## src/rtl/cpu_sequencer.sv

```systemverilog
// cpu_sequencer: FETCH/EXEC1/EXEC2 sequencer with memory stalls, branch delay slots,
// a zero-target-jump halt and saturating instruction/cycle counters.
package cpu_codes_pkg;
  typedef enum logic [1:0] {FETCH = 2'd0, EXEC1 = 2'd1, EXEC2 = 2'd2, HALT = 2'd3} state_t;
endpackage

module cpu_sequencer
  import cpu_codes_pkg::*;
(
  input  logic        clk,
  input  logic        reset,
  input  logic        waitrequest_i,
  input  logic        mem_access_i,
  input  logic        jump_i,
  input  logic        jump_target_zero_i,
  output state_t      state_o,
  output logic        active_o,
  output logic        stall_o,
  output logic        delay_slot_o,
  output logic [31:0] instr_count_o,
  output logic [31:0] cycle_count_o
);
  state_t      r_state;
  logic        r_delay_slot;
  logic        r_halt_pending;
  logic [31:0] r_instr_count;
  logic [31:0] r_cycle_count;
  logic        w_active;
  logic        w_wait;
  logic        w_complete;

  assign w_active   = r_state != HALT;
  assign w_wait     = mem_access_i && waitrequest_i;
  assign w_complete = w_active && !w_wait;

  assign state_o       = r_state;
  assign active_o      = w_active;
  assign stall_o       = w_active && w_wait;
  assign delay_slot_o  = r_delay_slot;
  assign instr_count_o = r_instr_count;
  assign cycle_count_o = r_cycle_count;

  always_ff @(posedge clk or posedge reset) begin
    if (reset) begin
      r_state        <= FETCH;
      r_delay_slot   <= 1'b0;
      r_halt_pending <= 1'b0;
      r_instr_count  <= '0;
      r_cycle_count  <= '0;
    end else begin
      if (w_active)
        r_cycle_count <= r_cycle_count + {31'd0, ~&r_cycle_count};
      if (w_complete) begin
        case (r_state)
          FETCH: r_state <= EXEC1;
          EXEC1: r_state <= EXEC2;
          EXEC2: begin
            r_instr_count <= r_instr_count + {31'd0, ~&r_instr_count};
            // halt_pending is only ever set together with a delay slot, so the
            // halting instruction is always the one after the zero-target jump
            if (r_delay_slot && r_halt_pending) begin
              r_state        <= HALT;
              r_delay_slot   <= 1'b0;
              r_halt_pending <= 1'b0;
            end else begin
              r_state      <= FETCH;
              r_delay_slot <= jump_i;
              if (jump_i && jump_target_zero_i)
                r_halt_pending <= 1'b1;
            end
          end
          default: r_state <= HALT;
        endcase
      end
    end
  end
endmodule

```

## config.mk

```make
export PLATFORM = sky130hd
export DESIGN_NAME = cpu_sequencer
export DESIGN_NICKNAME = d
export VERILOG_FILES = /design/src/rtl/cpu_sequencer.sv
export SDC_FILE = /design/constraint.sdc
export NUM_CORES = 1
export LEC_CHECK = 0
export ABC_AREA = 0
export BUFFER_PORTS_ARGS = -buffer_cell sky130_fd_sc_hd__buf_2
export CORE_UTILIZATION = 53
export DETAILED_ROUTE_END_ITERATION = 8
export PLACE_DENSITY = 0.83
export SYNTH_ARGS = -nofsm -noshare
export SYNTH_HDL_FRONTEND = slang
export SYNTH_SLANG_ARGS = --single-unit
```

## constraint.sdc

```tcl
create_clock -name clk -period 3.37 [get_ports clk]
set_clock_uncertainty 0.1 [all_clocks]
set_input_delay 0.5055 -clock clk [delete_from_list [all_inputs] [get_ports clk]]
set_output_delay 0.5055 -clock clk [all_outputs]
set_load 0.1 [all_outputs]
```

# --- Word-level counts from Yosys, hierarchy flattened ---
# Cells that the tools add are included.
classes:
  add_sub_neg: 2
  n_mul: 0
  div: 0
  n_lt_le_gt_ge: 0
  n_eq_ne: 3
  shift: 0
  n_mux: 5
  bitwise: 0
  reduce_logical: 14
ops:
  columns: ["cell", "count"]
  rows:
  - ["32-bit by 1-bit adder with 32-bit output", 2]
  - ["32-bit AND reduction", 2]
  - ["2-bit one-hot mux with 3 select lines", 1]
  - ["1-bit logical AND", 5]
  - ["1-bit logical NOT", 3]
  - ["1-bit 2-to-1 mux", 3]
  - ["3-bit AND reduction", 1]
  - ["2-bit by 1-bit == test with 1-bit output (second input constant)", 1]
  - ["2-bit == test (second input constant)", 1]
  - ["2-bit logical NOT", 1]
  - ["2-bit 2-to-1 mux", 1]
  - ["2-bit != test (second input constant)", 1]
  - ["2-bit AND reduction", 1]
  - ["2-bit nonzero test", 1]
totals:
  ff_bits: 68
  latch_bits: 0
  ramBits: 0
  rom_bits: 0
  in_bits: 6
  n_memories: 0

# --- Longest topological paths before layout ---
# Gate-level depths: netlist of run 1.
logic_depth:
  ltp_word: 4
  depth_mapped: 12

# --- Least setup slack after synthesis of run 1 ---
# OpenSTA, ideal clock, no wires.
synth_path:
  path_type: "register -> register"
  startpoint: "register r_cycle_count[20] (netlist: cycle_count_o[20])"
  endpoint: "register r_cycle_count[16] (netlist: cycle_count_o[16])"
  setup_time_ns: 0.159
  arrival_time_ns: 3.277
  required_ns: 3.111
  slack_ns: -0.166
  stages_incl_launch_ff: 13
  path_buffers: 1
  path_cell_list: "dfrtp_1 > and4_1 > and4_1 > clkbuf_1 > and3_1 > nand3_1 > ha_1 > ha_1 > a21boi_2 > nand4_1 > nor3_1 > nand3_1 > xnor2_1"
synth_between:
  elab_chain_len: 3
synth_lines:
  columns: ["element", "line_no", "rtl"]
  rows:
  - ["start: declaration", "27", "logic [31:0] r_cycle_count;"]
  - ["start signal: assignment", "52", "r_cycle_count <= r_cycle_count + {31'd0, ~&r_cycle_count};"]
  - ["32-bit AND reduction", "52", null]
  - ["1-bit logical NOT", "52", null]
  - ["32-bit by 1-bit adder with 32-bit output", "52", null]
# No other way between the ends.
# A chain may end at the register's enable or synchronous reset.

# --- Worst setup path in the final report of run 1 ---
layout_path:
  startpoint: "register r_cycle_count[19] (netlist: cycle_count_o[19])"
  endpoint: "register r_cycle_count[23] (netlist: cycle_count_o[23])"
layout_between:
  elab_chain_len: 3
layout_lines:
  columns: ["element", "line_no"]
  rows:
  - ["32-bit AND reduction", "52"]
  - ["1-bit logical NOT", "52"]
  - ["32-bit by 1-bit adder with 32-bit output *", "52"]
# Every way passes the cells marked *; elsewhere a longest branch is shown, timed or not.

==> results of run 1 <==
cell usage after synthesis, types with 6 or more instances:
| master | n |
|---|---|
| and3_1 | 13 |
| dfrtp_1 | 68 |
| ha_1 | 6 |
| nand2_1 | 21 |
| nand3_1 | 24 |
| nand4_1 | 24 |
| nor2_1 | 9 |
| nor3_1 | 9 |
| xnor2_1 | 44 |
| xor2_1 | 16 |
worst max-delay path: stages, from the launching register on:
cell and delay, ns:
dfrtp_2 0.43, and4_1 0.23, and4_1 0.30, and3_1 0.21
nand3_1 0.10, ha_1 0.14, and3_1 0.21, nand4_1 0.22
nor3_2 0.59, nand4_1 0.20, xnor2_1 0.16
final cells by class:
| cell class | instances | area, sq um | share of cell area (%) |
|---|---|---|---|
| clock buffer | 11 | 131 | 3.48 |
| clock inverter | 5 | 52.6 | 1.39 |
| sequential | 68 | 1720 | 45.5 |
| timing repair buffer | 76 | 385 | 10.2 |
| multi-input combinational | 199 | 1380 | 36.6 |
| inverter | 4 | 15.0 | 0.398 |
| tap | 72 | 90.1 | 2.39 |
through the flow:
step                instances  utilization, %
floorplan                 276               -
global placement          419            64.2
detailed placement        419            64.2
CTS                       435            67.5
global route              435            67.6
finish                    435            67.6
worst paths after layout:
| kind | from | endpoint | slack (ns) | cells after the start |
|---|---|---|---|---|
| max in group asynchronous | reset | instr_count_o[13] | 2.08 | 3 |
| hold reg to reg | cycle_count_o[20] | cycle_count_o[20] | 0.38 | 1 |
| hold / removal | reset | cycle_count_o[21] | 0.16 | 2 |
| setup / recovery | cycle_count_o[19] | cycle_count_o[23] | 0.34 | 10 |
| setup reg to reg | cycle_count_o[19] | cycle_count_o[23] | 0.34 | 10 |
| min in group clk | jump_i | delay_slot_o | 0.31 | 3 |
power groups by stage:
stage | Combinational [mW] | Clock (mW) | Sequential [mW]
floorplan | 0.304 | 0 | 1.69
global placement | 1.10 | 0 | 1.07
detailed placement | 1.12 | 0 | 1.07
CTS | 1.12 | 0.650 | 1.06
global route | 1.17 | 0.681 | 1.08
finish | 1.11 | 0.646 | 1.06
logic make-up after synthesis:
| group | count (synthesis) | share of synthesized area (%) |
|---|---|---|
| mux | 4 | 1.45 |
| flops | 68 | 54.7 |
| xor+xnor | 60 | 16.9 |
| fa+ha+maj | 6 | 2.41 |
| simple gates | 120 | 21.6 |
| buf+inv | 9 | 1.13 |
| compound gates | 9 | 1.85 |
flip-flops by register name, summed over array words and instances, names as in the netlist:
register        flops
state_o             2
cycle_count_o      32
delay_slot_o        1
instr_count_o      32
r_halt_pending      1
layer usage:
metal	share of wire [%]	wire (um)	GRT usage (%)
met4	1.6	106	10.9
met3	4.5	293	4.88
met1	47	3070	31.0
met5	0	0	0
met2	47	3050	36.6
what timing repair did:
item | 4_1_cts | 5_1_grt
setup buffers | 0 | 0
hold buffers | 0 | 0
setup endpoints to repair | 0 | 4
resized for setup | 0 | 1
==> results.cfg, run 1 <==
[min_path]
hold_path.class = input port to async pin

[timing]
max_freq_mhz = 330
setup_viol = 0
hold-worst-slack_ns = 0.164
setup_ws_ns = 0.342
drv_slew = 0
finalSetupTns_ns = 0
finalHoldViolCount = 0
tightest_slew_ns = 0.718
rsz0062_at_grt = false
slew-limit-headroom_pct = 51.7
fin_crit_ns = 3.03
fin_crit_sh_pct = 89.8

[logic_synthesis]
ys.warnings.count = 0
synth_top_cell_by_area = dfrtp_1
synth_ff_type = dfrtp_1
ys_seq_elements = 68
synth_fp_nets = 288
yosys.cell_types.count = 33
avgSynthCellArea_sq_um = 11.3
yosys-top-cells-area = dfrtp_1 (55%), xnor2_1 (12%), nand4_1 (4.8%)
synth-seq-area-share_pct = 54.7
synth_top_area_share_pct = 54.7
synth_edf_count = 0
syn_area_sq_mm = 0.00311
netlist_instances = 276
async_flop_share_pct = 100

[place]
gp_congestion = 0.767
placed_area_sq_mm = 0.00358
io_buffers = 74
hpwl_um = 4560
pre_cts_slack_ns = 0.199

[route]
ant_nets = 0
drt-pass1-iter-count = 4
drc = 0
drt_iter0_drc = 142
finalWirelength_um = 6520
viasPerCell = 5.48
routed-via-count = 2383
wl_per_cell_um = 15.0

[run]
drv_cap = 0

[finish]
fin_nets = 370
layout-drive-gt1-share_pct = 31.1
final_cell_mix = buf_2 (74), dfrtp_1 (57), xnor2_1 (44)
layout-area-overhead-vs-synth_pct = 21.2
fin_area_sq_mm = 0.00377
fill_cells = 427
diodes = 0
final_common_cell = buf_2

[floorplan]
core_sq_mm = 0.00557
row_count = 27
start_util_pct = 55.8
chipWidth_um = 78.6
die_y_um = 78.6
die-area_sq_mm = 0.00618
ios = 75

[global_routing]
grt_pass1_wl_um = 11000
gr-total-overflow = 0
grt_max_degree = 37
track_usage_pct = 23.4
antenna_found_initial = 0
grt_pass1_vias = 2261

[cts]
cts_buffers = 9
clock_latency_ns = 0.34
ctsHtreeMaxLevel = 3
clkTransAtPathRegs_ns = 0.07
root_buffer = clkbuf_8
cts_tree = done
clockBufferDepth = 2
cts_sinks = 68

[pwr]
power_mw = 2.81
cellLeakagePower_nw = 1.88
p_per_area_mw_per_mm2 = 746
p_comb_share_pct = 39.5
clkPwrFrac_pct = 23.0
p_int_mw = 1.46
switching_share_pct = 48.2
irDropWorstVdd_mv = 0.568
p_sw_mw = 1.36
seq_power_share_pct = 37.6

[worst_setup_path]
start_kind = flip-flop
worstSetupEndpointType = flip-flop
required_ns = 3.50
path_class = flip-flop to flip-flop
critPathMaxFanout = 8
critical_path_arrival_ns = 3.16

[run_status]
outcome = completed
(Power assumes the default switching activity.)
==> run 2: changes to the inputs <==
ABC_AREA = 1   (was 0)
CORE_UTILIZATION = 56   (was 53)
PLACE_DENSITY = 0.85   (was 0.83)
clock period = 2.85 ns   (was 3.37 ns; I/O delays follow)
==> run 2 against run 1 <==
Compared with the run above: first-iteration DRC count is 36% higher; critical path depth is 4 higher; largest power group unchanged; sequential share of layout area is 7.9 points lower.
==> results.cfg, run 2 <==
[route]
routed-via-count = 3461
drt-pass1-iter-count = 4
wl_per_cell_um = 13.9
drc = 0
viasPerCell = 5.29
drt_iter0_drc = 193
finalWirelength_um = 9110
ant_nets = 0

[min_path]
whs_path_depth = 3
hold_path.class = input port to flip-flop

[floorplan]
core_sq_mm = 0.00649
die-area_sq_mm = 0.00725
row_count = 29
chipWidth_um = 85.2
ios = 75
start_util_pct = 59.6
die_y_um = 85.2

[logic_synthesis]
synth_edf_count = 0
yosys.cell_types.count = 31
synth_ff_type = dfrtp_1
avgSynthCellArea_sq_um = 7.94
synth-seq-area-share_pct = 43.9
netlist_instances = 488
ys.warnings.count = 0
synth_top_cell_by_area = dfrtp_1
synth_fp_nets = 500
ys_seq_elements = 68
syn_area_sq_mm = 0.00387
synth_top_area_share_pct = 43.9
yosysMostFrequentCell = nand2_1
synth_commonest_cells = nand2_1 (160), dfrtp_1 (68), nor2_1 (59)
async_flop_share_pct = 100
yosys-top-cells-area = dfrtp_1 (44%), nand2_1 (16%), nor2_1 (5.7%)

[timing]
drv_slew = 0
fin_crit_sh_pct = 84.2
setup_viol = 0
finalSetupTns_ns = 0
fin_crit_ns = 2.40
rsz0062_at_grt = false
setup_ws_ns = 0.451
slew-limit-headroom_pct = 66.9
max_freq_mhz = 417
tightest_slew_ns = 0.500
hold-worst-slack_ns = 0.265
finalHoldViolCount = 0

[cts]
clkTransAtPathRegs_ns = 0.07
root_buffer = clkbuf_8
post_cts_buffers = 0
ctsHtreeMaxLevel = 3
cts_hold_buf = 1
cts_buffers = 9
post_cts_resize_count = 0
clockBufferDepth = 2
cts_tree = done
clock_latency_ns = 0.35
cts_sinks = 68

[finish]
layout-area-overhead-vs-synth_pct = 16.7
final_cell_mix = nand2_1 (160), buf_2 (74), dfrtp_1 (68)
fin_nets = 587
final_common_cell = nand2_1
layout-drive-gt1-share_pct = 21.5
diodes = 0

[pwr]
cellLeakagePower_nw = 2.30
irDropWorstVdd_mv = 1.24
power_mw = 3.31
p_per_area_mw_per_mm2 = 733

[place]
io_buffers = 74
pre_cts_slack_ns = 0.519
hpwl_um = 6920
gp_congestion = 0.907

[global_routing]
antenna_found_initial = 0
grt_pass1_vias = 3484
gr-total-overflow = 0
track_usage_pct = 27.3
grt_max_degree = 28
grt_pass1_wl_um = 15500

[worst_setup_path]
required_ns = 2.99
path_class = flip-flop to flip-flop
start_kind = flip-flop
critical_path_arrival_ns = 2.54
r2r_cells = 14
critPathMaxFanout = 5
worstSetupEndpointType = flip-flop

[run_status]
outcome = completed

[run]
drv_cap = 0
run 2: cell count changes in the layout (fill, tap and decap cells not counted), moves of 10 or more:
cell / before / now
nand4_1: 24 / 14
xnor2_1: 44 / 15
nand3b_1: 0 / 13
nor2_1: 9 / 58
inv_1: 3 / 55
dfrtp_2: 11 / 0
dfrtp_1: 57 / 68
nand2_1: 21 / 160
and3_1: 13 / 0
nor2_4: 0 / 11
run 2: logic make-up (layout without fill, tap and decap cells):
group / Yosys count / in the layout / share of synthesized area (%)
AO/OA/AOI/OAI: 9 / 9 / 1.29
XOR/XNOR: 39 / 39 / 8.82
adder cells (fa/ha/maj): 6 / 6 / 1.94
flip-flops: 68 / 68 / 43.9
buffers and inverters: 59 / 148 / 5.98
AND/OR/NAND/NOR: 307 / 307 / 38.0
run 2: cell type report:
cell class	instances	area, sq um
tap	77	96.3
fill	505	1980
clock buffer	11	151
sequential	68	1700
inverter	58	220
multi-input combinational	361	1940
clock inverter	2	12.5
timing repair buffer	77	395
run 2: per-layer routing:
| metal | vias to the layer above | global-route usage (%) | part of all wire [%] |
|---|---|---|---|
| met5 | - | 0 | 0 |
| met4 | 0 | 10.0 | 1.2 |
| met3 | 12 | 6.03 | 6.2 |
| met2 | 114 | 47.1 | 49 |
| met1 | 1636 | 33.6 | 44 |
| li1 | 1699 | - | - |
run 2: critical path, stage by stage (launching register included):
cell and delay (ns):
dfrtp_1 0.43, nand2_1 0.09, nor2_1 0.24, nand2_1 0.10, nor2_1 0.18, nand2_1 0.13, ha_1 0.21, ha_1 0.18
inv_1 0.11, nor2_2 0.08, nand2_1 0.11, nor2_4 0.06, nand2_1 0.08, xor2_1 0.15, inv_1 0.05
run 2: worst paths after layout:
| path | start | to | slack (ns) |
|---|---|---|---|
| max | instr_count_o[19] | instr_count_o[12] | 0.45 |
| min | jump_i | delay_slot_o | 0.27 |
| max reg2reg | instr_count_o[19] | instr_count_o[12] | 0.45 |
| min reg2reg | instr_count_o[10] | instr_count_o[10] | 0.42 |
| max in group asynchronous | reset | instr_count_o[2] | 1.45 |
| min in group asynchronous | reset | cycle_count_o[19] | 0.51 |
run 2: power breakdown:
group	switching, mW	total [mW]	internal, mW	leakage (nW)
Combinational	1.15	1.39	0.234	1.32
Clock	0.350	0.697	0.347	0.0831
Sequential	0.156	1.23	1.07	0.898
run 2: stage by stage:
stage,utilization [%],cells,area (sq um)
finish,69.6,654,4520
global route,69.6,654,4520
CTS,69.6,654,4520
detailed placement,66.9,640,4350
global placement,66.9,640,4350
floorplan,-,488,3870
==> run 3: changes to the inputs <==
ABC_AREA = 0   (was 1)
CORE_UTILIZATION = 53   (was 56)
PLACE_DENSITY = 0.83   (was 0.85)
clock period = 2.3 ns   (was 2.85 ns; I/O delays follow)
==> run 3 against run 2 <==
Compared with the run above: the run now ends with setup timing left; register-to-register slack lost 0.94 ns; critical endpoint is now cycle_count_o[26]; critical path depth shrank 3; power grew 48%; largest cell class unchanged; fmax shrank 14%; worst setup slack lost 0.94 ns; sequential share of layout area shrank 2.6 points; combinational power grew 53%.
==> results.cfg, run 3 (synthesized netlist as in run 1, its figures left out) <==
[cts]
clkTransAtPathRegs_ns = 0.08
ctsHtreeMaxLevel = 3
clockBufferDepth = 2
cts_tree = done
root_buffer = clkbuf_8
cts_sinks = 68
cts_buffers = 9
clock_latency_ns = 0.35

[finish]
final_cell_mix = buf_2 (74), buf_4 (70), dfrtp_2 (48)
fill_cells = 217
post-route-util_pct = 90.2
fin_nets = 450
final_common_cell = buf_2
ff_latch_area_sq_mm = 0.00176
diodes = 0
layout-area-overhead-vs-synth_pct = 61.6
instances_no_fill = 515
multi_input_area_sq_mm = 0.00187
fin_area_sq_mm = 0.00503
layout-drive-gt1-share_pct = 66.1

[timing]
setup_viol = 41
fin_crit_sh_pct = 121
hold-worst-slack_ns = 0.196
setup_ws_ns = -0.492
tightest_slew_ns = 0.607
rsz0062_at_grt = true
max_freq_mhz = 358
drv_slew = 0
fin_crit_ns = 2.79
finalHoldViolCount = 0
slew-limit-headroom_pct = 59.5
finalSetupTns_ns = -7.30

[route]
routed-via-count = 3159
finalWirelength_um = 11300
drt_iter0_drc = 297
drc = 0
drt-pass1-iter-count = 5
ant_nets = 0
wl_per_cell_um = 21.9
viasPerCell = 6.13

[worst_setup_path]
r2r_cells = 11
crit_start = cycle_count_o[16]
critPathMaxFanout = 5
reg2reg_to = cycle_count_o[26]
start_kind = flip-flop
path_class = flip-flop to flip-flop
required_ns = 2.42
reg2reg_from = cycle_count_o[16]
worstSetupEndpointType = flip-flop
reg2reg_slack_ns = -0.49
critical_path_arrival_ns = 2.91

[place]
hpwl_um = 5480
pre_cts_slack_ns = -0.239
dp.cells = 468
placed_area_sq_mm = 0.00425
io_buffers = 74
gp_congestion = 0.833

[run_status]
failed_checks = setup timing
outcome = complete, but fails checks

[global_routing]
grt_pass1_wl_um = 14300
grt_max_degree = 43
track_usage_pct = 30.8
grt_pass1_vias = 2830
antenna_found_initial = 0
gr-total-overflow = 0

[floorplan]
row_count = 27
ios = 75
start_util_pct = 55.8
die_y_um = 78.6
die-area_sq_mm = 0.00618
core_sq_mm = 0.00557
chipWidth_um = 78.6

[min_path]
hold_path.class = input port to flip-flop
holdCritStartpoint = jump_i
whs_path_depth = 3
min_to = delay_slot_o

[pwr]
cellLeakagePower_nw = 2.55
irDropWorstVdd_mv = 0.903
power_mw = 4.89
p_per_area_mw_per_mm2 = 972

[run]
drv_cap = 0
-- run 3: worst max-delay path: stages, from the launching register on --
cell      delay, ns
dfrtp_2        0.41
and3_1         0.21
nor4b_4        0.14
and3_4         0.19
nand3_4        0.09
ha_4           0.14
ha_4           0.11
a21boi_4       0.18
nand4_1        0.23
nor3_4         0.31
nand4_1        0.21
xnor2_1        0.32
-- run 3: report_power, final --
group	switching [mW]	total [mW]	internal [mW]
combinational	1.58	2.12	0.541
clock	0.467	1.21	0.747
sequential	0.209	1.56	1.35
total	2.25	4.89	2.64
-- run 3: what timing repair did --
item | 4_1_cts | 5_1_grt
endpoints found under the setup margin | 34 | 50
resized for setup | 28 | 33
hold endpoints to repair | 26 | 0
hold buffers | 1 | 0
setup buffers | 16 | 15
pin swaps | 37 | 34
-- run 3: worst max-delay path by stage --
stage	to	slack [ns]
global route	cycle_count_o[26]	-0.50
floorplan	cycle_count_o[28]	-0.72
CTS	cycle_count_o[31]	-0.20
global placement	cycle_count_o[31]	-0.13
detailed placement	cycle_count_o[31]	-0.24
finish	cycle_count_o[26]	-0.49
-- run 3: final cells by class --
cell class	count	area share (%)
clock inverters	5	1.99
repair buffers	156	20.8
clock buffers	11	2.81
flip-flops and latches	68	35.0
well taps	72	1.79
multi-input cells	199	37.3
inverters	4	0.299
-- run 3: per-layer routing --
metal,vias to the layer above,GRT usage [%],part of all wire (%)
met5,-,0,0
met4,0,13.9,4.3
met3,58,4.88,7.7
met2,226,52.3,51
met1,1573,38.5,37
li1,1302,-,-
